## config.mk

```make
export PLATFORM = sky130hd
export DESIGN_NAME = linebuff_pool_win
export DESIGN_NICKNAME = d
export VERILOG_FILES = /design/src/rtl/linebuff_pool_win.sv
export SDC_FILE = /design/constraint.sdc
export NUM_CORES = 2
export LEC_CHECK = 0
export ABC_AREA = 1
export CORE_AREA = 2 2 370 372
export CTS_CLUSTER_SIZE = 20
export DETAILED_ROUTE_END_ITERATION = 10
export DIE_AREA = 0 0 372 374
export HOLD_SLACK_MARGIN = 0.1
export PLACE_DENSITY = 0.78
export SLEW_MARGIN = 10
export SYNTH_ARGS = -nofsm -noshare
export SYNTH_HDL_FRONTEND = slang
export SYNTH_SLANG_ARGS = --single-unit
```

## constraint.sdc

```tcl
create_clock -name pw_clk -period 9.3 [get_ports pw_clk]
set_clock_uncertainty 0.05 [all_clocks]
set_input_delay 0.93 -clock pw_clk [delete_from_list [all_inputs] [get_ports pw_clk]]
set_output_delay 0.93 -clock pw_clk [all_outputs]
set_load 0.02 [all_outputs]
```

## src/rtl/linebuff_pool_win.sv

```systemverilog
// linebuff_pool_win: multi-channel 2x2 stride-2 pooling engine.
// Takes a raster-order stream of NUM_CH pixels and produces one pooled pixel
// per channel for each 2x2 window. Max or average is chosen by POOL_MODE.
// Optional macro LINEBUFF_POOL_RELU_EN clamps negative pooled results to 0.

// Per-channel datapath: a hold register for the even column, a half-width
// row buffer for the even row, and the output register.
module linebuff_pool_lane #(
  parameter int DATA_WIDTH = 16,
  parameter int IMG_COLS   = 28,
  parameter int POOL_MODE  = 0,
  parameter int HW         = 4
) (
  input  logic                  gclk,
  input  logic                  grst_n,
  input  logic                  acc,
  input  logic                  col_odd,
  input  logic                  row_odd,
  input  logic [HW-1:0]         half_col,
  input  logic [DATA_WIDTH-1:0] pix,
  output logic [DATA_WIDTH-1:0] res
);
  // Row buffer entries are one bit wider so the average-mode pair sum fits.
  localparam int BW = DATA_WIDTH + 1;

  logic [DATA_WIDTH-1:0] hold_reg;
  logic [BW-1:0]         row_buf [IMG_COLS/2];
  logic [BW-1:0]         pair;
  logic [BW-1:0]         prev;
  logic [DATA_WIDTH-1:0] pool;
  logic [DATA_WIDTH-1:0] pool_f;

  assign prev = row_buf[half_col];

  if (POOL_MODE == 1) begin : g_avg
    logic signed [DATA_WIDTH+1:0] quad;
    // Pair sum is exact in DATA_WIDTH+1 bits, the 4-pixel sum in +2 bits.
    assign pair = {hold_reg[DATA_WIDTH-1], hold_reg} + {pix[DATA_WIDTH-1], pix};
    assign quad = {prev[BW-1], prev} + {pair[BW-1], pair};
    // Arithmetic shift rounds toward -inf; the result always fits DATA_WIDTH.
    assign pool = DATA_WIDTH'(quad >>> 2);
  end else begin : g_max
    logic [DATA_WIDTH-1:0] pm;
    assign pm   = ($signed(hold_reg) > $signed(pix)) ? hold_reg : pix;
    assign pair = {pm[DATA_WIDTH-1], pm};
    assign pool = ($signed(prev) > $signed(pair)) ? prev[DATA_WIDTH-1:0]
                                                  : pair[DATA_WIDTH-1:0];
  end

`ifdef LINEBUFF_POOL_RELU_EN
  assign pool_f = pool[DATA_WIDTH-1] ? '0 : pool;
`else
  assign pool_f = pool;
`endif

  // Capture the even-column pixel of each horizontal pair.
  always_ff @(posedge gclk or negedge grst_n) begin
    if (!grst_n)                hold_reg <= '0;
    else if (acc && !col_odd)   hold_reg <= pix;
  end

  // Even rows deposit the horizontal pair result; odd rows only read it.
  always_ff @(posedge gclk) begin
    if (acc && col_odd && !row_odd) row_buf[half_col] <= pair;
  end

  // Register the pooled result on the odd-row, odd-column pixel.
  always_ff @(posedge gclk or negedge grst_n) begin
    if (!grst_n)                         res <= '0;
    else if (acc && col_odd && row_odd)  res <= pool_f;
  end
endmodule

module linebuff_pool_win #(
  parameter int NUM_CH     = 6,
  parameter int DATA_WIDTH = 16,
  parameter int IMG_COLS   = 28,
  parameter int IMG_ROWS   = 28,
  parameter int POOL_MODE  = 0
) (
  input  logic                               pw_clk,
  input  logic                               pw_rst_b,
  input  logic                               pw_clr_i,
  input  logic                               pw_in_valid_i,
  input  logic [NUM_CH-1:0][DATA_WIDTH-1:0]  pw_in_data_i,
  output logic                               pw_out_valid_o,
  output logic [NUM_CH-1:0][DATA_WIDTH-1:0]  pw_out_data_o,
  output logic                               pw_out_last_o
);
  localparam int CW = $clog2(IMG_COLS);
  localparam int RW = $clog2(IMG_ROWS);
  localparam int HW = (IMG_COLS / 2 > 1) ? $clog2(IMG_COLS / 2) : 1;

  logic [CW-1:0] col_cnt;
  logic [RW-1:0] row_cnt;
  logic [HW-1:0] half_col;
  logic          acc;
  logic          fin;
  logic          col_end;
  logic          row_end;

  // A clear in the same cycle drops the incoming pixel.
  assign acc      = pw_in_valid_i && !pw_clr_i;
  assign col_end  = (col_cnt == CW'(IMG_COLS - 1));
  assign row_end  = (row_cnt == RW'(IMG_ROWS - 1));
  assign fin      = acc && col_cnt[0] && row_cnt[0];
  assign half_col = HW'(col_cnt >> 1);

  // Raster position tracking plus the registered valid/last pulse.
  always_ff @(posedge pw_clk or negedge pw_rst_b) begin
    if (!pw_rst_b) begin
      col_cnt        <= '0;
      row_cnt        <= '0;
      pw_out_valid_o <= 1'b0;
      pw_out_last_o  <= 1'b0;
    end else if (pw_clr_i) begin
      col_cnt        <= '0;
      row_cnt        <= '0;
      pw_out_valid_o <= 1'b0;
      pw_out_last_o  <= 1'b0;
    end else begin
      pw_out_valid_o <= fin;
      pw_out_last_o  <= fin && col_end && row_end;
      if (acc) begin
        if (col_end) begin
          col_cnt <= '0;
          row_cnt <= row_end ? '0 : row_cnt + RW'(1);
        end else begin
          col_cnt <= col_cnt + CW'(1);
        end
      end
    end
  end

  for (genvar g = 0; g < NUM_CH; g++) begin : g_lane
    linebuff_pool_lane #(
      .DATA_WIDTH (DATA_WIDTH),
      .IMG_COLS   (IMG_COLS),
      .POOL_MODE  (POOL_MODE),
      .HW         (HW)
    ) u_lane (
      .gclk     (pw_clk),
      .grst_n   (pw_rst_b),
      .acc      (acc),
      .col_odd  (col_cnt[0]),
      .row_odd  (row_cnt[0]),
      .half_col (half_col),
      .pix      (pw_in_data_i[g]),
      .res      (pw_out_data_o[g])
    );
  end
endmodule

```

==> impl_metrics.json <==
{
  "synth_cell_types": 40,
  "utilization_pct": 56.4,
  "die_y_microns": 374,
  "worst_path_max_delay_cell": "nand2_1",
  "synthFlopType": "edfxtp_1",
  "overflow": 0,
  "yosys.area.top_type": "edfxtp_1",
  "dpl.cell_count": 7521,
  "synth.top_cells.by_area": "edfxtp_1, nand2_1, dfrtp_1, a22oi_1, ha_1",
  "start_util_pct": 49.8,
  "wl_per_cell_microns": 23.6,
  "fin_crit_sh_pct": 72.6,
  "port_buffers": 197,
  "cp_data_arrival_time_ps": 7370,
  "nets": 6192,
  "grt_max_degree": 161,
  "first_pass_iters": 9,
  "syn_nets": 6039,
  "max_stage_delay_ps": 900,
  "core-area_sq_mm": 0.135,
  "rsz0062_at_grt": "no",
  "clkTransAtPathRegs_ps": 60,
  "cts-htree-levels": 4,
  "rows": 135,
  "avgSynthCellArea_sq_um": 11.7,
  "synth-edff-count": 1344,
  "cap_violations": 0,
  "largest_reg_flops": 1344,
  "critPathKind": "register to register",
  "viasPerCell": 5.92,
  "tightest_slew_ps": 1380,
  "drt_iter0_markers": 5532,
  "grt_pass1_vias": 45500,
  "crit_path_end_kind": "register",
  "startpoint_type": "register",
  "setup-tns-final_ps": 0,
  "layout-drive-gt1-share_pct": 8.71,
  "ctsResizeCount": 0,
  "yosysSeqAreaShare_pct": 67.6,
  "slew_headroom_pct": 7.73,
  "slew_viol_final": 0,
  "die_w_microns": 372,
  "cts_setup_buffers": 0,
  "hold_class": "input pin to asynchronous set/reset pin",
  "yosysWarnings": 0,
  "cp_max_fo": 160,
  "powerDensity_mw_per_mm2": 246,
  "drt_wl_total_mm": 185,
  "cts_hold_buf": 0,
  "io-pin-count": 198,
  "syn_to_final_growth_pct": 13.1,
  "antenna_found_initial": 5,
  "cts_tree": "yes",
  "ys_ff_latch": 1548,
  "route.detailed.drc": 0,
  "cpMostUsedCell": "nand2_1",
  "cts_root_buf": "clkbuf_16",
  "detail-route-antenna-nets": 0,
  "worstPathRequired_ps": 9920,
  "dp_hpwl_mm": 103,
  "gp_congestion": 0.876,
  "cts_buffer_depth": 3,
  "place_area_sq_mm": 0.0709,
  "async_flop_share_pct": 13.2,
  "dieArea_sq_mm": 0.139,
  "crit_chain": "buf_4 -> inv_4 -> nor2_4 -> buf_12 -> a22oi_1 -> nand2_1 -> nand2_1 -> nand2_1 -> nor2_1 -> inv_1 -> ha_1 -> a21oi_1 -> o21ai_0 -> a21oi_1 -> nand4_1 -> nand2_1 -> nand3_1 -> nand2_1 -> nand2_1",
  "layout.cells.non_filler": 7814,
  "synth_top_area_share_pct": 60.0,
  "numCtsBuffers": 156,
  "setup_violations": 0,
  "ir_worst_vdd_mv": 0.205,
  "fin_area_sq_mm": 0.0761,
  "finalCriticalPeriod_ps": 6750,
  "grt_first_pass_wirelength_mm": 277,
  "synth_area_sq_mm": 0.0673,
  "grt_usage_pct": 26.3,
  "clk_latency_ps": 790,
  "p_leak_nw": 30.5,
  "hold_viol": 0,
  "via_count": 46300,
  "status": "complete, no violations",
  "syn_inst": 5745,
  "cts_sinks": 1548,
  "fmax_ghz": 0.148
}
## layout by cell type (no fill, tap or decap), types with 5 or more instances in the layout
cell / n
nand2_1: 1666
edfxtp_1: 1344
a22oi_1: 479
inv_1: 459
nand3_1: 264
nor2_1: 232
dfrtp_1: 203
clkdlybuf4s50_1: 196
ha_1: 194
o21ai_0: 170
clkbuf_16: 156
a22oi_2: 98
nand4_1: 88
a21oi_1: 74
buf_4: 61
nor2_2: 56
clkbuf_1: 39
or2_2: 38
o211ai_1: 38
clkinv_2: 27
clkinv_1: 25
nor2_4: 20
bufinv_16: 14
nor3_1: 9
a21o_1: 9
clkinv_8: 6
clkinvlp_4: 6
buf_12: 6
o21bai_1: 5
## per-layer routing
metal	up-vias	GRT usage [%]	share of wire (%)
met5	-	0	0.045
met4	8	7.95	2.8
met1	22600	36.1	39
met3	375	5.33	11
met2	2711	42.2	47
li1	20600	-	-
## logic make-up (layout without fill, tap and decap cells)
group	after synthesis	after routing	share of synthesized area [%]
DFF	1548	1548	67.6
adders and majority gates	194	194	3.61
AOI/OAI and AO/OA	879	879	9.63
and+or+nand+nor	2387	2387	14.6
xor gates and xnor gates	2	2	0.0260
buffers and inverters	735	1021	4.51
other	0	2	0
## layout make-up
type	count	area, sq um
sequential	1548	45500
inverter	466	1760
fill	10400	58900
tap	1781	2230
clock buffer	199	4110
antenna	2	5.00
multi-input combinational	3462	18900
timing repair buffer	264	2550
clock inverter	92	1020
## critical path: cells and delay by family (launching register included)
kind / cells / cell delay, ps
flops: 1 / 770
fa+ha+maj: 1 / 240
buf+inv: 4 / 1490
compound gates: 4 / 690
simple gates: 10 / 2690
## synth_stat cells, types with 2 or more instances
cell type,instances
a22oi_1,479
o211ai_1,38
buf_6,13
nand2_2,3
o21ai_0,170
ha_1,194
edfxtp_1,1344
xor2_1,2
inv_2,5
or2_2,38
o21bai_1,5
nor2_4,3
a21o_1,9
nor2_2,57
nand4_1,88
clkbuf_1,109
nand3_1,264
buf_4,7
nand3_2,3
buf_2,118
inv_1,460
a22oi_2,98
nor2_1,248
buf_1,22
o21a_1,2
nor3_1,9
nand2_1,1668
dfrtp_1,204
a21oi_1,74
## per-stage QoR
step / hold slack [ps] / worst slack, ps / power (W)
3_5_place_dp: 414 / 2100 / 0.0125
6_report: 157 / 2550 / 0.0187
5_1_grt: 190 / 2220 / 0.0195
2_1_floorplan: 414 / 3050 / 0.0111
4_1_cts: 159 / 2800 / 0.0188
3_3_place_gp: 413 / 2320 / 0.0124
## report_power, final
| group | switching (W) | total, W | leakage (nW) | internal [W] |
|---|---|---|---|---|
| Clock | 0.00272 | 0.00628 | 2.49 | 0.00356 |
| Sequential | 0.000276 | 0.00870 | 14.7 | 0.00842 |
| Combinational | 0.00259 | 0.00376 | 13.3 | 0.00117 |
| Total | 0.00559 | 0.0187 | 30.5 | 0.0132 |
## worst paths after layout
kind / from / endpoint / slack (ps) / cells after the start
worst min register to register: g_lane[2].u_lane.res[5]$_DFFE_PN0P_ / g_lane[2].u_lane.res[5]$_DFFE_PN0P_ / 430 / 2
worst min-delay path: pw_rst_b / g_lane[5].u_lane.res[12]$_DFFE_PN0P_ / 160 / 1
max in group asynchronous: pw_rst_b / g_lane[3].u_lane.res[1]$_DFFE_PN0P_ / 7540 / 2
min in group pw_clk: g_lane[2].u_lane.res[5]$_DFFE_PN0P_ / g_lane[2].u_lane.res[5]$_DFFE_PN0P_ / 430 / 2
worst max-delay path: col_cnt[1]$_DFFE_PN0P_ / g_lane[1].u_lane.res[8]$_DFFE_PN0P_ / 2550 / 19
worst max register to register: col_cnt[1]$_DFFE_PN0P_ / g_lane[1].u_lane.res[8]$_DFFE_PN0P_ / 2550 / 19
No activity file was read; power rests on OpenSTA's default activity.
